===== config.mk =====
export PLATFORM = sky130hd
export DESIGN_NAME = sam_sequencer
export DESIGN_NICKNAME = d
export VERILOG_FILES = /design/src/rtl/sam_pkg.sv /design/src/rtl/sam_wait_timer.sv /design/src/rtl/sam_sequencer.sv
export SDC_FILE = /design/constraint.sdc
export NUM_CORES = 1
export LEC_CHECK = 0
export BUFFER_PORTS_ARGS = -buffer_cell sky130_fd_sc_hd__buf_4
export CAP_MARGIN = 0
export CORE_UTILIZATION = 35
export CTS_BUF_LIST = sky130_fd_sc_hd__clkbuf_4 sky130_fd_sc_hd__clkbuf_8
export DETAILED_ROUTE_END_ITERATION = 10
export MAX_ROUTING_LAYER = met4
export PLACE_DENSITY = 0.66
export RECOVER_POWER = 50
export SYNTH_ARGS = -nofsm -noshare
export SYNTH_HDL_FRONTEND = slang
export SYNTH_HIERARCHICAL = 1
export SYNTH_SLANG_ARGS = --single-unit

===== constraint.sdc =====
create_clock -name clk -period 2.9 [get_ports clk]
set_clock_uncertainty 0.1 [all_clocks]
set_input_delay 0.725 -clock clk [delete_from_list [all_inputs] [get_ports clk]]
set_output_delay 0.725 -clock clk [all_outputs]
set_load 0.03 [all_outputs]

===== src/rtl/sam_pkg.sv =====
// sam_pkg: shared definitions for the SAM control sequencer.
//   state_t   - 4-bit FSM state encoding (also exported on the debug port)
//   CTRL_*    - bit positions within the 22-bit datapath control word
//   OP_*      - IR[15:14] opcode values
package sam_pkg;

    typedef enum logic [3:0] {
        S_RESET_PC = 4'd0,
        S_F1       = 4'd1,
        S_F2       = 4'd2,
        S_F3       = 4'd3,
        S_F4       = 4'd4,
        S_DEC      = 4'd5,
        S_RD_REQ   = 4'd6,
        S_RD_LAT   = 4'd7,
        S_LD_ALU   = 4'd8,
        S_ADD_ALU  = 4'd9,
        S_WB       = 4'd10,
        S_ST_MBR   = 4'd11,
        S_ST_REQ   = 4'd12,
        S_FAULT    = 4'd15
    } state_t;

    localparam int CTRL_W = 22;

    localparam int CTRL_PC_ABUS   = 21;
    localparam int CTRL_IR_ABUS   = 20;
    localparam int CTRL_MBR_ABUS  = 19;
    localparam int CTRL_RBUS_AC   = 18;
    localparam int CTRL_AC_ALUA   = 17;
    localparam int CTRL_MBUS_ALUB = 16;
    localparam int CTRL_ALU_ADD   = 15;
    localparam int CTRL_ALU_PASSB = 14;
    localparam int CTRL_MAR_ADDR  = 13;
    localparam int CTRL_MBR_DATA  = 12;
    localparam int CTRL_ABUS_IR   = 11;
    localparam int CTRL_ABUS_MAR  = 10;
    localparam int CTRL_DATA_MBR  = 9;
    localparam int CTRL_RBUS_MBR  = 8;
    localparam int CTRL_MBR_MBUS  = 7;
    localparam int CTRL_PC_CLR    = 6;
    localparam int CTRL_PC_INC    = 5;
    localparam int CTRL_ABUS_PC   = 4;
    localparam int CTRL_RW        = 3;  // 1 = read
    localparam int CTRL_REQ       = 2;
    localparam int CTRL_AC_RBUS   = 1;
    localparam int CTRL_ALU_RBUS  = 0;

    localparam logic [1:0] OP_LOAD  = 2'b00;
    localparam logic [1:0] OP_ADD   = 2'b01;
    localparam logic [1:0] OP_STORE = 2'b10;
    localparam logic [1:0] OP_BRN   = 2'b11;

endpackage


===== src/rtl/sam_wait_timer.sv =====
// sam_wait_timer: counts consecutive mem_wait-high cycles of one memory
// access and flags the cycle in which the stall bound is reached.
//   clk, rst_n - clock, async active-low reset
//   active     - FSM is in a memory-access state (F2 / RD_REQ / ST_REQ)
//   mem_wait   - memory busy
//   expire     - combinational: this wait cycle is the last one tolerated,
//                the FSM must go to FAULT instead of holding
module sam_wait_timer #(
    parameter int WAIT_TIMEOUT = 15
) (
    input  logic clk,
    input  logic rst_n,
    input  logic active,
    input  logic mem_wait,
    output logic expire
);

    localparam int CW = (WAIT_TIMEOUT > 0) ? $clog2(WAIT_TIMEOUT + 1) : 1;
    localparam logic [CW-1:0] LAST = (WAIT_TIMEOUT > 0) ? CW'(WAIT_TIMEOUT - 1) : '0;

    logic [CW-1:0] cnt;

    // Any cycle that is not a held access ends the access, so the count
    // clears; saturation keeps a disabled timer from wrapping.
    always_ff @(posedge clk or negedge rst_n) begin
        if (!rst_n) begin
            cnt <= '0;
        end else if (active && mem_wait) begin
            if (cnt != '1) cnt <= cnt + 1'b1;
        end else begin
            cnt <= '0;
        end
    end

    assign expire = (WAIT_TIMEOUT != 0) && active && mem_wait && (cnt == LAST);

endmodule


===== src/rtl/sam_sequencer.sv =====
// sam_sequencer: hardwired fetch/decode/execute control for the SAM
// accumulator datapath.
//   clk, rst_n - clock, async active-low reset
//   mem_wait   - memory busy, holds the current access
//   ir_op      - IR[15:14] opcode
//   ac_sign    - AC[15], branch condition for BRN
//   ctrl       - 22-bit datapath control word (decoded from state)
//   state      - current state encoding (debug)
//   instr_done - one-cycle pulse in the F1 following a finished instruction
//   fault      - high while in FAULT (left only by reset)
module sam_sequencer
    import sam_pkg::*;
#(
    parameter int WAIT_TIMEOUT = 15
) (
    input  logic              clk,
    input  logic              rst_n,
    input  logic              mem_wait,
    input  logic [1:0]        ir_op,
    input  logic              ac_sign,
    output logic [CTRL_W-1:0] ctrl,
    output logic [3:0]        state,
    output logic              instr_done,
    output logic              fault
);

    state_t state_q, state_d;
    logic   in_wait;
    logic   expire;

    // Kept separate from the decode block so the timer's expire term does
    // not feed back into the process that produces its input.
    assign in_wait = (state_q == S_F2) || (state_q == S_RD_REQ) || (state_q == S_ST_REQ);

    sam_wait_timer #(.WAIT_TIMEOUT(WAIT_TIMEOUT)) u_timer (
        .clk      (clk),
        .rst_n    (rst_n),
        .active   (in_wait),
        .mem_wait (mem_wait),
        .expire   (expire)
    );

    always_ff @(posedge clk or negedge rst_n) begin
        if (!rst_n) begin
            state_q    <= S_RESET_PC;
            instr_done <= 1'b0;
        end else begin
            state_q    <= state_d;
            // RESET_PC->F1 starts the first fetch; nothing has completed.
            instr_done <= (state_d == S_F1) && (state_q != S_RESET_PC);
        end
    end

    always_comb begin
        state_d = state_q;
        ctrl    = '0;
        unique case (state_q)
            S_RESET_PC: begin
                ctrl[CTRL_PC_CLR] = 1'b1;
                state_d = S_F1;
            end
            S_F1: begin
                ctrl[CTRL_PC_ABUS]  = 1'b1;
                ctrl[CTRL_ABUS_MAR] = 1'b1;
                state_d = S_F2;
            end
            S_F2: begin
                ctrl[CTRL_MAR_ADDR] = 1'b1;
                ctrl[CTRL_RW]       = 1'b1;
                ctrl[CTRL_REQ]      = 1'b1;
                state_d = expire ? S_FAULT : (mem_wait ? S_F2 : S_F3);
            end
            S_F3: begin
                ctrl[CTRL_MAR_ADDR] = 1'b1;
                ctrl[CTRL_RW]       = 1'b1;
                ctrl[CTRL_DATA_MBR] = 1'b1;
                state_d = S_F4;
            end
            S_F4: begin
                ctrl[CTRL_MBR_ABUS] = 1'b1;
                ctrl[CTRL_ABUS_IR]  = 1'b1;
                ctrl[CTRL_PC_INC]   = 1'b1;
                state_d = S_DEC;
            end
            S_DEC: begin
                ctrl[CTRL_IR_ABUS]  = 1'b1;
                ctrl[CTRL_ABUS_MAR] = 1'b1;
                // Only combinational ctrl term: taken branch loads PC here.
                ctrl[CTRL_ABUS_PC]  = (ir_op == OP_BRN) && ac_sign;
                case (ir_op)
                    OP_LOAD, OP_ADD: state_d = S_RD_REQ;
                    OP_STORE:        state_d = S_ST_MBR;
                    default:         state_d = S_F1;
                endcase
            end
            S_RD_REQ: begin
                ctrl[CTRL_MAR_ADDR] = 1'b1;
                ctrl[CTRL_RW]       = 1'b1;
                ctrl[CTRL_REQ]      = 1'b1;
                state_d = expire ? S_FAULT : (mem_wait ? S_RD_REQ : S_RD_LAT);
            end
            S_RD_LAT: begin
                ctrl[CTRL_MAR_ADDR] = 1'b1;
                ctrl[CTRL_RW]       = 1'b1;
                ctrl[CTRL_DATA_MBR] = 1'b1;
                state_d = (ir_op == OP_ADD) ? S_ADD_ALU : S_LD_ALU;
            end
            S_LD_ALU: begin
                ctrl[CTRL_MBR_MBUS]  = 1'b1;
                ctrl[CTRL_MBUS_ALUB] = 1'b1;
                ctrl[CTRL_ALU_PASSB] = 1'b1;
                state_d = S_WB;
            end
            S_ADD_ALU: begin
                ctrl[CTRL_AC_ALUA]   = 1'b1;
                ctrl[CTRL_MBR_MBUS]  = 1'b1;
                ctrl[CTRL_MBUS_ALUB] = 1'b1;
                ctrl[CTRL_ALU_ADD]   = 1'b1;
                state_d = S_WB;
            end
            S_WB: begin
                ctrl[CTRL_ALU_RBUS] = 1'b1;
                ctrl[CTRL_RBUS_AC]  = 1'b1;
                state_d = S_F1;
            end
            S_ST_MBR: begin
                ctrl[CTRL_AC_RBUS]  = 1'b1;
                ctrl[CTRL_RBUS_MBR] = 1'b1;
                state_d = S_ST_REQ;
            end
            S_ST_REQ: begin
                ctrl[CTRL_MAR_ADDR] = 1'b1;
                ctrl[CTRL_MBR_DATA] = 1'b1;
                ctrl[CTRL_REQ]      = 1'b1;
                state_d = expire ? S_FAULT : (mem_wait ? S_ST_REQ : S_F1);
            end
            default: begin
                // FAULT and the unused encodings park with all controls off.
                state_d = S_FAULT;
            end
        endcase
    end

    assign state = state_q;
    assign fault = (state_q == S_FAULT);

endmodule


After elaboration in Yosys (flattened, before gate mapping)
Index checks and enable logic that the tools add are counted.
W data, S select, Z words.
{"block": "word_totals", "ff_bits": 9, "latch_bits": 0, "ram_bits": 0, "mem_bits_ro": 0, "out_inout_bits": 28, "mem_count": 0}
{"block": "op_classes", "add_sub_neg": 1, "multipliers": 0, "div": 0, "order_cmp": 0, "eq_ne": 20, "n_shift": 0, "n_mux": 27, "n_bitwise": 0, "n_reduce_logical": 17}
{"op": "$pmux W4 S11", "n": 1}
{"op": "$eq A4 B4 Y1 const B", "n": 7}
{"op": "$mux W4", "n": 6}
{"op": "$mux W1", "n": 19}
{"op": "$eq A4 B3 Y1 const B", "n": 4}
{"op": "$reduce_or A2 Y1", "n": 5}
{"op": "$eq A4 B1 Y1 const B", "n": 2}
{"op": "$eq A4 B2 Y1 const B", "n": 2}
{"op": "$pmux W4 S2", "n": 1}
{"op": "$reduce_or A5 Y1", "n": 1}
{"op": "$add A4 B1 Y4 const B", "n": 1}
{"op": "$eq A2 B2 Y1 const B", "n": 2}
{"op": "$logic_and A1 B1 Y1", "n": 4}
{"op": "$logic_not A4 Y1", "n": 1}
{"op": "$ne A4 B4 Y1 const B", "n": 1}
{"op": "$reduce_bool A4 Y1", "n": 1}
{"op": "$reduce_or A4 Y1", "n": 1}
{"op": "$reduce_or A3 Y1", "n": 1}
{"op": "$eq A2 B1 Y1 const B", "n": 1}
{"op": "$logic_not A2 Y1", "n": 1}
{"op": "$logic_or A1 B1 Y1", "n": 2}
{"op": "$ne A2 B2 Y1 const B", "n": 1}

Depth between registers and ports, before layout
{"block": "logic_depth", "word_depth": 9, "ltp_mapped": 10, "ltp_nobuf": 9}

Modules after synthesis
Netlist, hierarchy kept.
{"mod": "sam_sequencer", "n_inst": 1, "cells_each": 75, "area_each_um2": 531.8, "seq_area_each_um2": 125.1}
{"mod": "sam_wait_timer", "n_inst": 1, "cells_each": 24, "area_each_um2": 246.5, "seq_area_each_um2": 100.1}

Least setup slack after synthesis
Ideal clock, no wire load.
{"block": "synth_path", "path_type": "register -> output", "from": "register state_q[1] (netlist: state[1])", "to": "output ctrl[4]", "t_arrival_ns": 1.814, "required_ns": 2.075, "path_slack_ns": 0.261, "path_stages_with_launch": 5, "cell_sequence": "dfrtp_1 buf_2 nand2b_1 nor2_1 and4_1"}
{"block": "synth_between", "elab_chain_len": 2}
{"element": "start, declared", "line": "sam_sequencer.sv:27", "text": "state_t state_q, state_d;"}
{"element": "start signal, assigned", "line": "sam_sequencer.sv:48", "text": "state_q <= state_d;"}
{"element": "$eq A4 B3 Y1", "line": "sam_sequencer.sv:57", "text": "unique case (state_q)"}
{"element": "$mux W1", "line": "sam_sequencer.sv:57"}
{"element": "end, declared", "line": "sam_sequencer.sv:21", "text": "output logic [CTRL_W-1:0] ctrl,"}
Every way passes these cells.

Worst setup path in the final report
{"block": "layout_path", "from": "register state_q[3] (netlist: state[3])", "to": "output ctrl[4]"}
Same word-level chain as after synthesis.

==> metrics.cfg <==
[clocking]
root_buffer = clkbuf_4
cts_setup_buffers = 0
cts_max_level = 1
clk_latency_ns = 0.25
cts_hold_buf = 0
cts_tree = built
clockBufferDepth = 2
cts_resized = 0
path_clk_slew_ns = 0.06
cts_sinks = 9
cts_buffers = 3

[job]
cap_violations = 0

[sta]
slew_headroom_pct = 63.9
setup_ws_ns = 0.275
holdWs_ns = 0.287
fmax_mhz = 381
worstMarginPinSlew_ns = 0.542
rsz0062_at_grt = false
setup_viol = 0
layout_worst_path_cycle_share_pct = 90.5
hold_viol_final = 0
maxSlewViolCount = 0
period_needed_ns = 2.62
setup_tns_ns = 0

[grt]
grt_overflow = 0
grt_pass1_wl_um = 2990
grt_pass1_vias = 666
antenna_found_initial = 0
grt_usage_pct = 16.4
grt_max_degree = 17

[worst_setup_path]
critical_path_required_ns = 2.08
rrSetupSlack_ns = 0.34
regToRegStartpoint = state[0]$_DFF_PN0_
worstSetupStartpointType = register
cp.arrival_ns = 1.80
reg2reg_to = instr_done$_DFF_PN0_
critPathKind = register to primary output
cp_max_fo = 14
reg2reg_depth = 9
end_kind = primary output

[place]
place.gp.congestion = 0.923
io_buffers = 33
dp_hpwl_um = 1440
preCtsSetupSlack_ns = 0.370

[die]
core_area_um2 = 2020
placementRows = 16
start_util_pct = 38.5
die_y_um = 49.2
die_w_um = 49.2
io_pins = 34
dieArea_um2 = 2420

[logic_synthesis]
synthCells = 99
synth_fa_ha_area_share_pct = 3.22
synth_compound_area_share_pct = 24.3
synth_top_family_by_area = simple AND/OR/NAND/NOR gates
synth_cell_types = 35
yosysWarnings = 6
synth_xor_area_share_pct = 0
synth_top_flop_cell = dfrtp_1
async_flop_share_pct = 100
synth_nets = 107
yosys.area_share.simple_pct = 28.8
synth_edf_count = 0
synthTopCellsByArea = dfrtp_1 29%, nor2_1 7.7%, buf_4 5.8%, a21oi_1 4.5%, buf_6 4.3%
synthMuxAreaShare_pct = 0
synth_top_area_share_pct = 28.9
synth_seq_cells = 9
ys_seq_area_share_pct = 28.9
synth_largest_area_cell = dfrtp_1
syn-cell-area_um2 = 778
syn_area_per_cell_um2 = 7.86

[run_status]
status = finished, final reports clean

[layout]
multiInputGateArea_um2 = 428
nFillCells = 210
fin_nets = 136
area_growth_pct = 25.1
post-route-util_pct = 48.1
drive_gt1_share_pct = 25.2
seq_area_um2 = 225
n_antenna_cell = 0

[detailed_routing]
drcViolationCount = 0
first_iter_violations = 31
wl_per_cell_um = 12.2
via_count = 798
first_pass_iters = 4
avgViaCountPerCell = 5.18
ant_nets = 0
wl_um = 1870

[hold_path]
hold_path_class = input pin to async pin

[pwr]
peakVddDrop_uv = 681
power.leakage_nw = 0.470
powerDensity_nw_per_um2 = 1250

==> registers in the layout (all words and copies together), names as in the netlist <==
register / count
state: 4
u_timer/cnt: 4
instr_done: 1
==> critical path, cell delays in order, from the launching register on <==
cell	delay [ns]
dfrtp_1	0.37
clkbuf_1	0.44
inv_1	0.19
nand2_1	0.13
nor2_1	0.06
and4_1	0.19
buf_4	0.16
==> Yosys cell counts (3+ instances only) <==
| cell type | instances |
|---|---|
| nor2_1 | 16 |
| dfrtp_1 | 9 |
| a21oi_1 | 7 |
| nand2_1 | 7 |
| buf_4 | 6 |
| inv_1 | 6 |
| nand2b_1 | 4 |
| o21ai_0 | 4 |
| o22ai_1 | 4 |
| buf_6 | 3 |
==> where the power goes <==
group          leakage [nW]  total (W)  switching [W]  internal, W
Sequential            0.117   0.000208      0.0000429     0.000165
Combinational         0.335   0.000917       0.000611     0.000306
Clock                0.0177  0.0000916      0.0000409    0.0000506
Total                 0.470    0.00122       0.000695     0.000522
==> layer usage <==
layer  wire [um]  track usage (%)  part of all wire (%)  vias up
met2         790             22.4                    42       29
met5           0                -                     0        -
met4           0             6.37                     0        0
met1         961             22.9                    51      366
li1            -                -                     -      403
met3         123             4.05                   6.6        0
==> worst max-delay path by stage <==
stage | slack, ns | cells past startpoint | end | from
3_3_place_gp | 0.47 | 9 | instr_done$_DFF_PN0_ | state[0]$_DFF_PN0_
3_5_place_dp | 0.37 | 9 | instr_done$_DFF_PN0_ | state[0]$_DFF_PN0_
5_1_grt | 0.10 | 6 | ctrl[4] | state[3]$_DFF_PN0_
2_1_floorplan | 0.26 | 4 | ctrl[4] | state[1]$_DFF_PN0_
4_1_cts | 0.35 | 9 | instr_done$_DFF_PN0_ | state[0]$_DFF_PN0_
6_report | 0.28 | 6 | ctrl[4] | state[3]$_DFF_PN0_
==> layout make-up <==
type / count / share of cell area (%)
well taps: 27 / 3.47
flip-flops and latches: 9 / 23.1
clock buffers: 3 / 2.31
clock inverters: 1 / 0.514
inverters: 6 / 2.31
repair buffers: 36 / 24.3
multi-input cells: 72 / 44.0
==> metrics by stage <==
step	instance area, um^2	instances	power [W]
2_1_floorplan	778	99	0.000909
3_3_place_gp	990	150	0.00117
3_5_place_dp	990	150	0.00116
4_1_cts	1020	154	0.00126
5_1_grt	973	154	0.00129
6_report	973	154	0.00122
==> cell families (layout without fill, tap and decap cells) <==
| group | count (synthesis) | after routing |
|---|---|---|
| AOI/OAI and AO/OA | 27 | 27 |
| adders and majority gates | 2 | 2 |
| buffers and inverters | 18 | 46 |
| DFF | 9 | 9 |
| and+or+nand+nor | 43 | 43 |
==> placed cells by master (no fill, tap or decap), drive strengths merged, types with 2 or more instances in the layout <==
master  instances
ha              2
clkbuf         12
buf            27
a21oi           7
o22ai           5
o21ai           4
dfrtp           9
a31o            2
nand4           2
nor3            3
nand2           7
or2             2
nand2b          4
nor2           16
inv             6
nor2b           2
and3            2
No activity file was read; power rests on OpenSTA's default activity.
